File: config.mk
export PLATFORM = sky130hd
export DESIGN_NAME = iir1_ctrl
export DESIGN_NICKNAME = d
export VERILOG_FILES = /design/src/rtl/iir1_ctrl.sv
export SDC_FILE = /design/constraint.sdc
export NUM_CORES = 1
export LEC_CHECK = 0
export CAP_MARGIN = 10
export CORE_MARGIN = 2
export CORE_UTILIZATION = 35
export DETAILED_ROUTE_END_ITERATION = 8
export GPL_ROUTABILITY_DRIVEN = 0
export PLACE_DENSITY = 0.69
export SYNTH_ARGS = -nofsm -noshare
export SYNTH_HDL_FRONTEND = slang
export SYNTH_SLANG_ARGS = --single-unit
File: constraint.sdc
create_clock -name clk -period 2.5 [get_ports clk]
set_input_delay 0.25 -clock clk [delete_from_list [all_inputs] [get_ports clk]]
set_output_delay 0.25 -clock clk [all_outputs]
set_load 0.02 [all_outputs]
File: src/rtl/iir1_ctrl.sv
// iir1_ctrl: first-order Q16.16 IIR sequencer over a shared adder/multiplier.
// IIR1_SAT_EN: saturate adder results on signed overflow.
module iir1_ctrl #(
  parameter logic [31:0] A1 = 32'h0000_8000,
  parameter logic [31:0] B0 = 32'h0002_0000,
  parameter logic [31:0] B1 = 32'h0003_0000,
  parameter logic [31:0] W0 = 32'h0000_0000
) (
  input  logic        clk,
  input  logic        rst_n,
  input  logic        clear,
  input  logic [31:0] x,
  input  logic        x_valid,
  output logic        x_ready,
  output logic [31:0] y,
  output logic        y_valid,
  input  logic        y_ready,
  output logic [31:0] mul_a,
  output logic [31:0] mul_b,
  input  logic [31:0] mul_p,
  output logic [31:0] add_a,
  output logic [31:0] add_b,
  input  logic [31:0] add_sum,
  output logic [31:0] w_q,
  output logic        busy,
  output logic        ovf_sticky
);

  typedef enum logic [2:0] {
    IDLE, MA1, SUB, MB0, MB1, ADD, OUT
  } state_t;

  state_t      state;
  logic [31:0] x_reg;
  logic [31:0] p_reg;
  logic [31:0] t_reg;
  logic [31:0] wn_reg;
  logic [31:0] w;
  logic [31:0] y_reg;
  logic        ovf;
  logic [31:0] add_res;

  assign x_ready = (state == IDLE) && !clear;
  assign y_valid = (state == OUT);
  assign busy    = (state != IDLE);
  assign y       = y_reg;
  assign w_q     = w;

  // Operand routing: one arithmetic operation per sequencing state
  always_comb begin
    mul_a = '0;
    mul_b = '0;
    add_a = '0;
    add_b = '0;
    unique case (state)
      MA1: begin
        mul_a = A1;
        mul_b = w;
      end
      SUB: begin
        add_a = x_reg;
        add_b = ~p_reg + 32'd1;
      end
      MB0: begin
        mul_a = B0;
        mul_b = wn_reg;
      end
      MB1: begin
        mul_a = B1;
        mul_b = w;
      end
      ADD: begin
        add_a = p_reg;
        add_b = t_reg;
      end
      default: ;
    endcase
  end

  // Signed overflow detection and optional saturation of the adder result
  always_comb begin
    ovf = ((state == SUB) || (state == ADD)) &&
          (add_a[31] == add_b[31]) &&
          (add_sum[31] != add_a[31]);
`ifdef IIR1_SAT_EN
    if (ovf)
      add_res = add_a[31] ? 32'h8000_0000 : 32'h7FFF_FFFF;
    else
      add_res = add_sum;
`else
    add_res = add_sum;
`endif
  end

  // Sequencer FSM with filter state, pipeline registers and sticky overflow
  always_ff @(posedge clk or negedge rst_n) begin
    if (!rst_n) begin
      state      <= IDLE;
      x_reg      <= '0;
      p_reg      <= '0;
      t_reg      <= '0;
      wn_reg     <= '0;
      w          <= W0;
      y_reg      <= '0;
      ovf_sticky <= 1'b0;
    end else if (clear) begin
      state      <= IDLE;
      w          <= W0;
      ovf_sticky <= 1'b0;
    end else begin
      ovf_sticky <= ovf_sticky | ovf;
      unique case (state)
        IDLE: begin
          if (x_valid) begin
            x_reg <= x;
            state <= MA1;
          end
        end
        MA1: begin
          p_reg <= mul_p;
          state <= SUB;
        end
        SUB: begin
          wn_reg <= add_res;
          state  <= MB0;
        end
        MB0: begin
          p_reg <= mul_p;
          state <= MB1;
        end
        MB1: begin
          t_reg <= mul_p;
          state <= ADD;
        end
        ADD: begin
          y_reg <= add_res;
          w     <= wn_reg;
          state <= OUT;
        end
        OUT: begin
          if (y_ready)
            state <= IDLE;
        end
        default: state <= IDLE;
      endcase
    end
  end

endmodule

==> impl_metrics.toml, run 1 <==
[outcome]
run_status = "finished, violations left"
violations = "negative setup slack"

[floorplan]
fp.dieH_um = 167
die_area_mm2 = 0.0278
core_mm2 = 0.0261
num_rows = 59
top_level_ports = 297
initial_utilization_pct = 35.6
die_x_um = 167

[worst_setup_path]
r2r_end = "ovf_sticky$_DFF_PN0_"
worst_setup_startpoint = "p_reg[19]$_DFFE_PN0P_"
r2r_slack_ps = 370
worst_ep_arrival_time_ps = 2570
crit_chain = "or4_4, or3_4, buf_12, nor4_4, xnor2_1, a22o_1, buf_6"
max_stage_delay_ps = 540
crit_type = "register to output port"
worst_setup_path_end_kind = "output port"
worst_r2r_startpoint = "p_reg[19]$_DFFE_PN0P_"
crit_required_ps = 2250
worstSetupStartpointType = "register"
cpMaxStageDelayCell = "or4_4"
reg2regPathDepth = 8
crit_path_max_fanout = 8
endpoint = "add_b[25]"

[logic_synthesis]
synth-main-ff-cell = "dfrtp_1"
ys.warnings.count = 0
async_reset_ff_share_pct = 100
synth.yosys.seq_area_share_pct = 52.9
synth_largest_area_cell = "dfrtp_1"
flop_and_latch_count_out_of_synthesis = 196
syn_avg_cell_area_um2 = 12.2
syn-instance-count = 762
synth_edf_count = 0
syn_area_mm2 = 0.00928
yosys.area.top_type_share_pct = 52.9
synth.area.top_cells = "dfrtp_1 (53%), mux2_2 (19%), a22o_1 (8.0%)"
synth.distinct_cells = 47

[finish]
num_antenna_cells = 0
layout.cells.most_common = "dfrtp_1"
num-nets-final = 1197
syn2layout_area_growth_pct = 49.3
leading_cell_types_in_the_layout_fill_and_taps_excluded = "dfrtp_1 (195), clkdlybuf4s50_1 (169), mux2_2 (158), a22o_1 (85), nand2_1 (78)"
multi_input_combinational_cell_area_mm2 = 0.00430
nFillCells = 2258
final_core_utilization_pct = 53.2
drive_gt1_share_pct = 33.9
area.sequential_mm2 = 0.00491

[cts]
clockRootBuffer = "clkbuf_16"
cts_max_path_buffers = 2
worstSkewPairLatency_ps = 440
cts_inserted_buffers = 17
cts_tree = "done"
cts_num_sinks = 196
clk_pin_slew_worst_paths_ps = 80
htree_num_levels = 4

[sta]
maxSlewHeadroom_pct = 56.7
fin_worst_hold_slack_ps = 102
fraction_of_the_cycle_the_final_worst_path_needs_pct = 113
finalHoldViolCount = 0
setup_violations = 19
clock_skew_ps = 11.7
final_critical_path_setup_slack_ps = -323
maxClockFrequency_mhz = 354
final_max_slew_viol_count = 0
period_minus_slack_ps = 2820
max_slew.worst_pin.slew_ps = 650
setup_repair_after_global_routing_missed_its_margin = "yes"

[flow_run]
maxCapViolations = 0

[power_and_ir_drop]
vdd_drop_max_mv = 0.445
power.leakage_uw = 0.00612
power_density_mw_per_mm2 = 731

[grt]
grt_first_pass_wirelength_mm = 44.3
maximum_number_of_pins_on_one_net_before_global_route_repair = 75
grt.overflow.total = 0
grt_pass1_vias = 7638
number_of_antenna_violations_at_the_first_check_in_global_routing = 3
globalRouteTotalUtil_pct = 20.3

[routing]
drc_violations = 0
drtAntennaViolNets = 0
detail_route.wl_per_cell_um = 19.8
viasPerCell = 5.09
detail_route.first_pass.iterations = 4
wl_mm = 28.5
vias = 7340
first_iter_violations = 484

[placed_design]
dp.final_hpwl_mm = 20.0
placement.setup.worst_slack_ps = -458
port-buffer-count = 267

[min_path]
hold_path_class = "input pin to register"
hold_path.startpoint = "clear"
[layout make-up]
cell class,count,share of cell area [%]
Multi-Input combinational cell,508,31.0
Clock buffer,18,3.17
Clock inverter,14,1.30
Sequential cell,196,35.4
Timing Repair Buffer,368,26.0
Tap cell,335,3.03
Inverter,4,0.108
[kinds of logic after synthesis]
group                      count (synthesis)  share of synthesized area [%]
DFF                                      196                           52.9
muxes                                    159                           19.3
and+or+nand+nor                          150                           8.79
AOI/OAI and AO/OA                        147                           12.0
buffers and inverters                     86                           4.84
xor gates and xnor gates                  22                           2.08
adders and majority gates                  1                          0.135
other                                      1                         0.0404
[worst min-delay path by stage]
stage / cells after the start / slack [ps] / to
6_report: 2 / 100 / state[0]$_DFFE_PN0P_
3_5_place_dp: 1 / 340 / y[7]$_DFFE_PN0P_
2_1_floorplan: 0 / -50 / ovf_sticky$_DFF_PN0_
5_1_grt: 2 / 110 / state[0]$_DFFE_PN0P_
3_3_place_gp: 1 / 340 / y[7]$_DFFE_PN0P_
4_1_cts: 2 / 80 / state[0]$_DFFE_PN0P_
[cell usage after synthesis (8+ instances only)]
master	number
xnor2_1	18
buf_2	8
dfrtp_1	196
nor2_1	11
a21oi_1	35
o21ai_0	13
or3_1	8
buf_4	29
nor3_1	9
mux2_2	158
a32o_1	8
clkbuf_1	38
nand2_1	80
a22o_1	85
[per-layer routing]
layer  track usage, %  routed length [µm]  vias to the layer above  part of all wire, %
met4             4.16                 308                        6                  1.1
met2             34.3               14100                      256                   49
met5                0                  48                        -                 0.17
met1             25.7               11900                     3677                   42
met3             6.39                2200                       24                  7.7
li1                 -                   -                     3377                    -
[worst max-delay path, delay by kind of cell, from the launching register on]
| kind | cells | cell delay (ps) |
|---|---|---|
| AOI/OAI and AO/OA | 1 | 210 |
| and+or+nand+nor | 3 | 1130 |
| DFF | 1 | 400 |
| xor gates and xnor gates | 1 | 90 |
| buffers and inverters | 2 | 300 |
[timing repair]
action	4_1_cts	5_1_grt
hold buffers	1	0
pin swaps	26	25
cloned	1	2
setup buffers	7	7
resized for setup	246	71
setup endpoints to repair	96	64
hold endpoints to repair	70	0
[through the flow]
stage          total power, µW  cells  area (µm²)  TNS (ps)
2_1_floorplan             5870    790        9380         0
3_3_place_gp              7130   1393       12900     -3790
3_5_place_dp              7210   1393       12900     -4400
4_1_cts                  10200   1434       13700     -4220
5_1_grt                  10600   1443       13900     -5180
6_report                 10100   1443       13900     -3230
[where the power goes]
| group | internal [µW] | switching (µW) |
|---|---|---|
| clock network | 1480 | 1390 |
| registers | 3930 | 533 |
| logic | 1540 | 1260 |
No activity file was read; power rests on OpenSTA's default activity.
==> inputs of run 2 (changes only) <==
--- a/config.mk
+++ b/config.mk
@@ -6,7 +6,6 @@
 export NUM_CORES = 1
 export LEC_CHECK = 0
 export CAP_MARGIN = 10
-export CORE_MARGIN = 2
 export CORE_UTILIZATION = 35
 export DETAILED_ROUTE_END_ITERATION = 8
 export GPL_ROUTABILITY_DRIVEN = 0
==> run 2 against run 1 <==
  * The flow still finishes with violations (negative setup slack)
  * Power decreased by 1.8%
  * Setup slack improved by 37 ps
  * Fmax increased by 1.3%
  * Global-route usage increased by 0.58 points
  * Clock skew increased by 2.8 ps
  * Critical path type unchanged
  * Highest routed layer is now met4
==> impl_metrics.toml, run 2 (synthesized netlist as in run 1, its figures left out) <==
[worst_setup_path]
cpMaxStageDelayCell = "or4_4"
r2r_end = "ovf_sticky$_DFF_PN0_"
reg2regPathDepth = 8
crit_path_max_fanout = 8
worst_setup_path_end_kind = "output port"
max_stage_delay_ps = 530
worst_ep_arrival_time_ps = 2540
crit_required_ps = 2250
critical-path-top-delay-family = "simple AND/OR/NAND/NOR gates"
r2r_slack_ps = 320
worstSetupStartpointType = "register"
crit_chain = "or4_4, or3_4, buf_12, nor4b_4, xnor2_1, a22o_1, buf_6"
worst_r2r_startpoint = "p_reg[18]$_DFFE_PN0P_"
worst_setup_startpoint = "p_reg[18]$_DFFE_PN0P_"
crit_type = "register to output port"
timing.critical_path.buf_inv = 2

[min_path]
hold_path_class = "input pin to register"
timing.hold.worst_endpoint = "state[1]$_DFFE_PN0P_"
worst_hold_path.num_cells = 2
hold_path.startpoint = "clear"

[power_and_ir_drop]
vdd_drop_max_mv = 0.515
power.leakage_uw = 0.00646
power_density_mw_per_mm2 = 713
report.power.total_uw = 9940

[floorplan]
fp.dieH_um = 165
core_mm2 = 0.0261
die_area_mm2 = 0.0272
die_x_um = 165
top_level_ports = 297
initial_utilization_pct = 35.6
num_rows = 59

[placed_design]
port-buffer-count = 267
placedInstanceArea_mm2 = 0.0128
dp.final_hpwl_mm = 19.2

[finish]
design_area_mm2 = 0.0139
layout.cells.most_common = "dfrtp_1"
num-nets-final = 1197
leading_cell_types_in_the_layout_fill_and_taps_excluded = "dfrtp_1 (193), clkdlybuf4s50_1 (168), mux2_2 (158), a22o_1 (85), nand2_1 (79)"
syn2layout_area_growth_pct = 50.2
drive_gt1_share_pct = 32.9

[sta]
setup_violations = 22
setup_repair_after_global_routing_missed_its_margin = "yes"
maxSlewHeadroom_pct = 58.3
final_max_slew_viol_count = 0
finalHoldViolCount = 0
fraction_of_the_cycle_the_final_worst_path_needs_pct = 111
clock_skew_ps = 14.5
max_slew.worst_pin.slew_ps = 626
final_critical_path_setup_slack_ps = -286
period_minus_slack_ps = 2790
maxClockFrequency_mhz = 359

[cts]
cts_num_sinks = 196
htree_num_levels = 4
cts_tree = "done"
cts_max_path_buffers = 2
worstSkewPairLatency_ps = 430
cts_inserted_buffers = 17
clockRootBuffer = "clkbuf_16"
clk_pin_slew_worst_paths_ps = 80

[grt]
grt_pass1_vias = 7534
grt_first_pass_wirelength_mm = 42.9
globalRouteTotalUtil_pct = 20.9
maximum_number_of_pins_on_one_net_before_global_route_repair = 71
grt.overflow.total = 0
number_of_antenna_violations_at_the_first_check_in_global_routing = 1

[routing]
vias = 7378
detail_route.first_pass.iterations = 6
drtAntennaViolNets = 0
viasPerCell = 5.11
wl_mm = 27.9
first_iter_violations = 458
drc_violations = 0
detail_route.wl_per_cell_um = 19.3

[outcome]
run_status = "finished, violations left"
violations = "negative setup slack"

[flow_run]
maxCapViolations = 0
[run 2: cell count changes in the layout (fill, tap and decap cells not counted), moves of 2 or more]
cell             previous run  this run
buf_12                     15        17
clkbuf_1                    0         2
clkbuf_16                  19        17
clkbuf_2                   15         1
clkdlybuf4s15_1            19         1
clkinv_4                    1         3
dfrtp_1                   195       193
dfrtp_2                     1         3
dlygate4sd2_1              37        53
dlymetal6s2s_1              0        17
o21ai_0                    11        13
o21ai_1                     2         0
[run 2: per-layer routing]
| layer | global-route usage [%] | vias to the layer above | wire [µm] | share of wire, % |
|---|---|---|---|---|
| li1 | - | 3386 | - | - |
| met1 | 24.8 | 3720 | 11400 | 41 |
| met2 | 36.2 | 254 | 13900 | 50 |
| met3 | 7.43 | 18 | 2380 | 8.5 |
| met4 | 4.17 | 0 | 259 | 0.93 |
| met5 | 0 | - | 0 | 0 |
[run 2: how the worst max path moves through the flow]
stage               slack, ps   endpoint  depth (start not counted)
floorplan                 150  add_b[31]                          6
global placement         -380  add_b[29]                          7
detailed placement       -430  add_b[29]                          7
CTS                      -340  add_b[26]                          7
global route             -380  add_b[31]                          7
finish                   -290  add_b[26]                          7
[run 2: through the flow]
stage	hold slack (ps)	cells	worst slack [ps]	setup TNS, ps	utilization [%]
floorplan	-45.6	790	147	0	-
global placement	315	1387	-383	-3600	49.2
detailed placement	319	1387	-433	-3990	49.2
CTS	188	1436	-345	-3540	52.8
global route	223	1443	-383	-5780	53.5
finish	209	1444	-286	-3340	53.5
[run 2: what timing repair did]
action | 4_1_cts | 5_1_grt
gates resized for setup | 237 | 40
endpoints found under the hold margin | 66 | 0
setup buffers | 13 | 8
hold buffers | 1 | 0
endpoints found under the setup margin | 97 | 44
gates cloned | 3 | 0
pin swaps | 29 | 22
[run 2: cell type report]
class | count | area (µm²)
antenna | 1 | 2.50
fill | 2270 | 12100
inverter | 4 | 15.0
tap | 335 | 419
timing repair buffer | 368 | 3710
sequential | 196 | 4910
clock buffer | 19 | 433
multi-input combinational | 508 | 4320
clock inverter | 13 | 135
[run 2: power breakdown]
group	leakage, µW	total [µW]	internal [µW]	switching [µW]
combinational	0.00374	2820	1540	1280
sequential	0.00244	4440	3930	518
clock	0.000274	2670	1330	1340
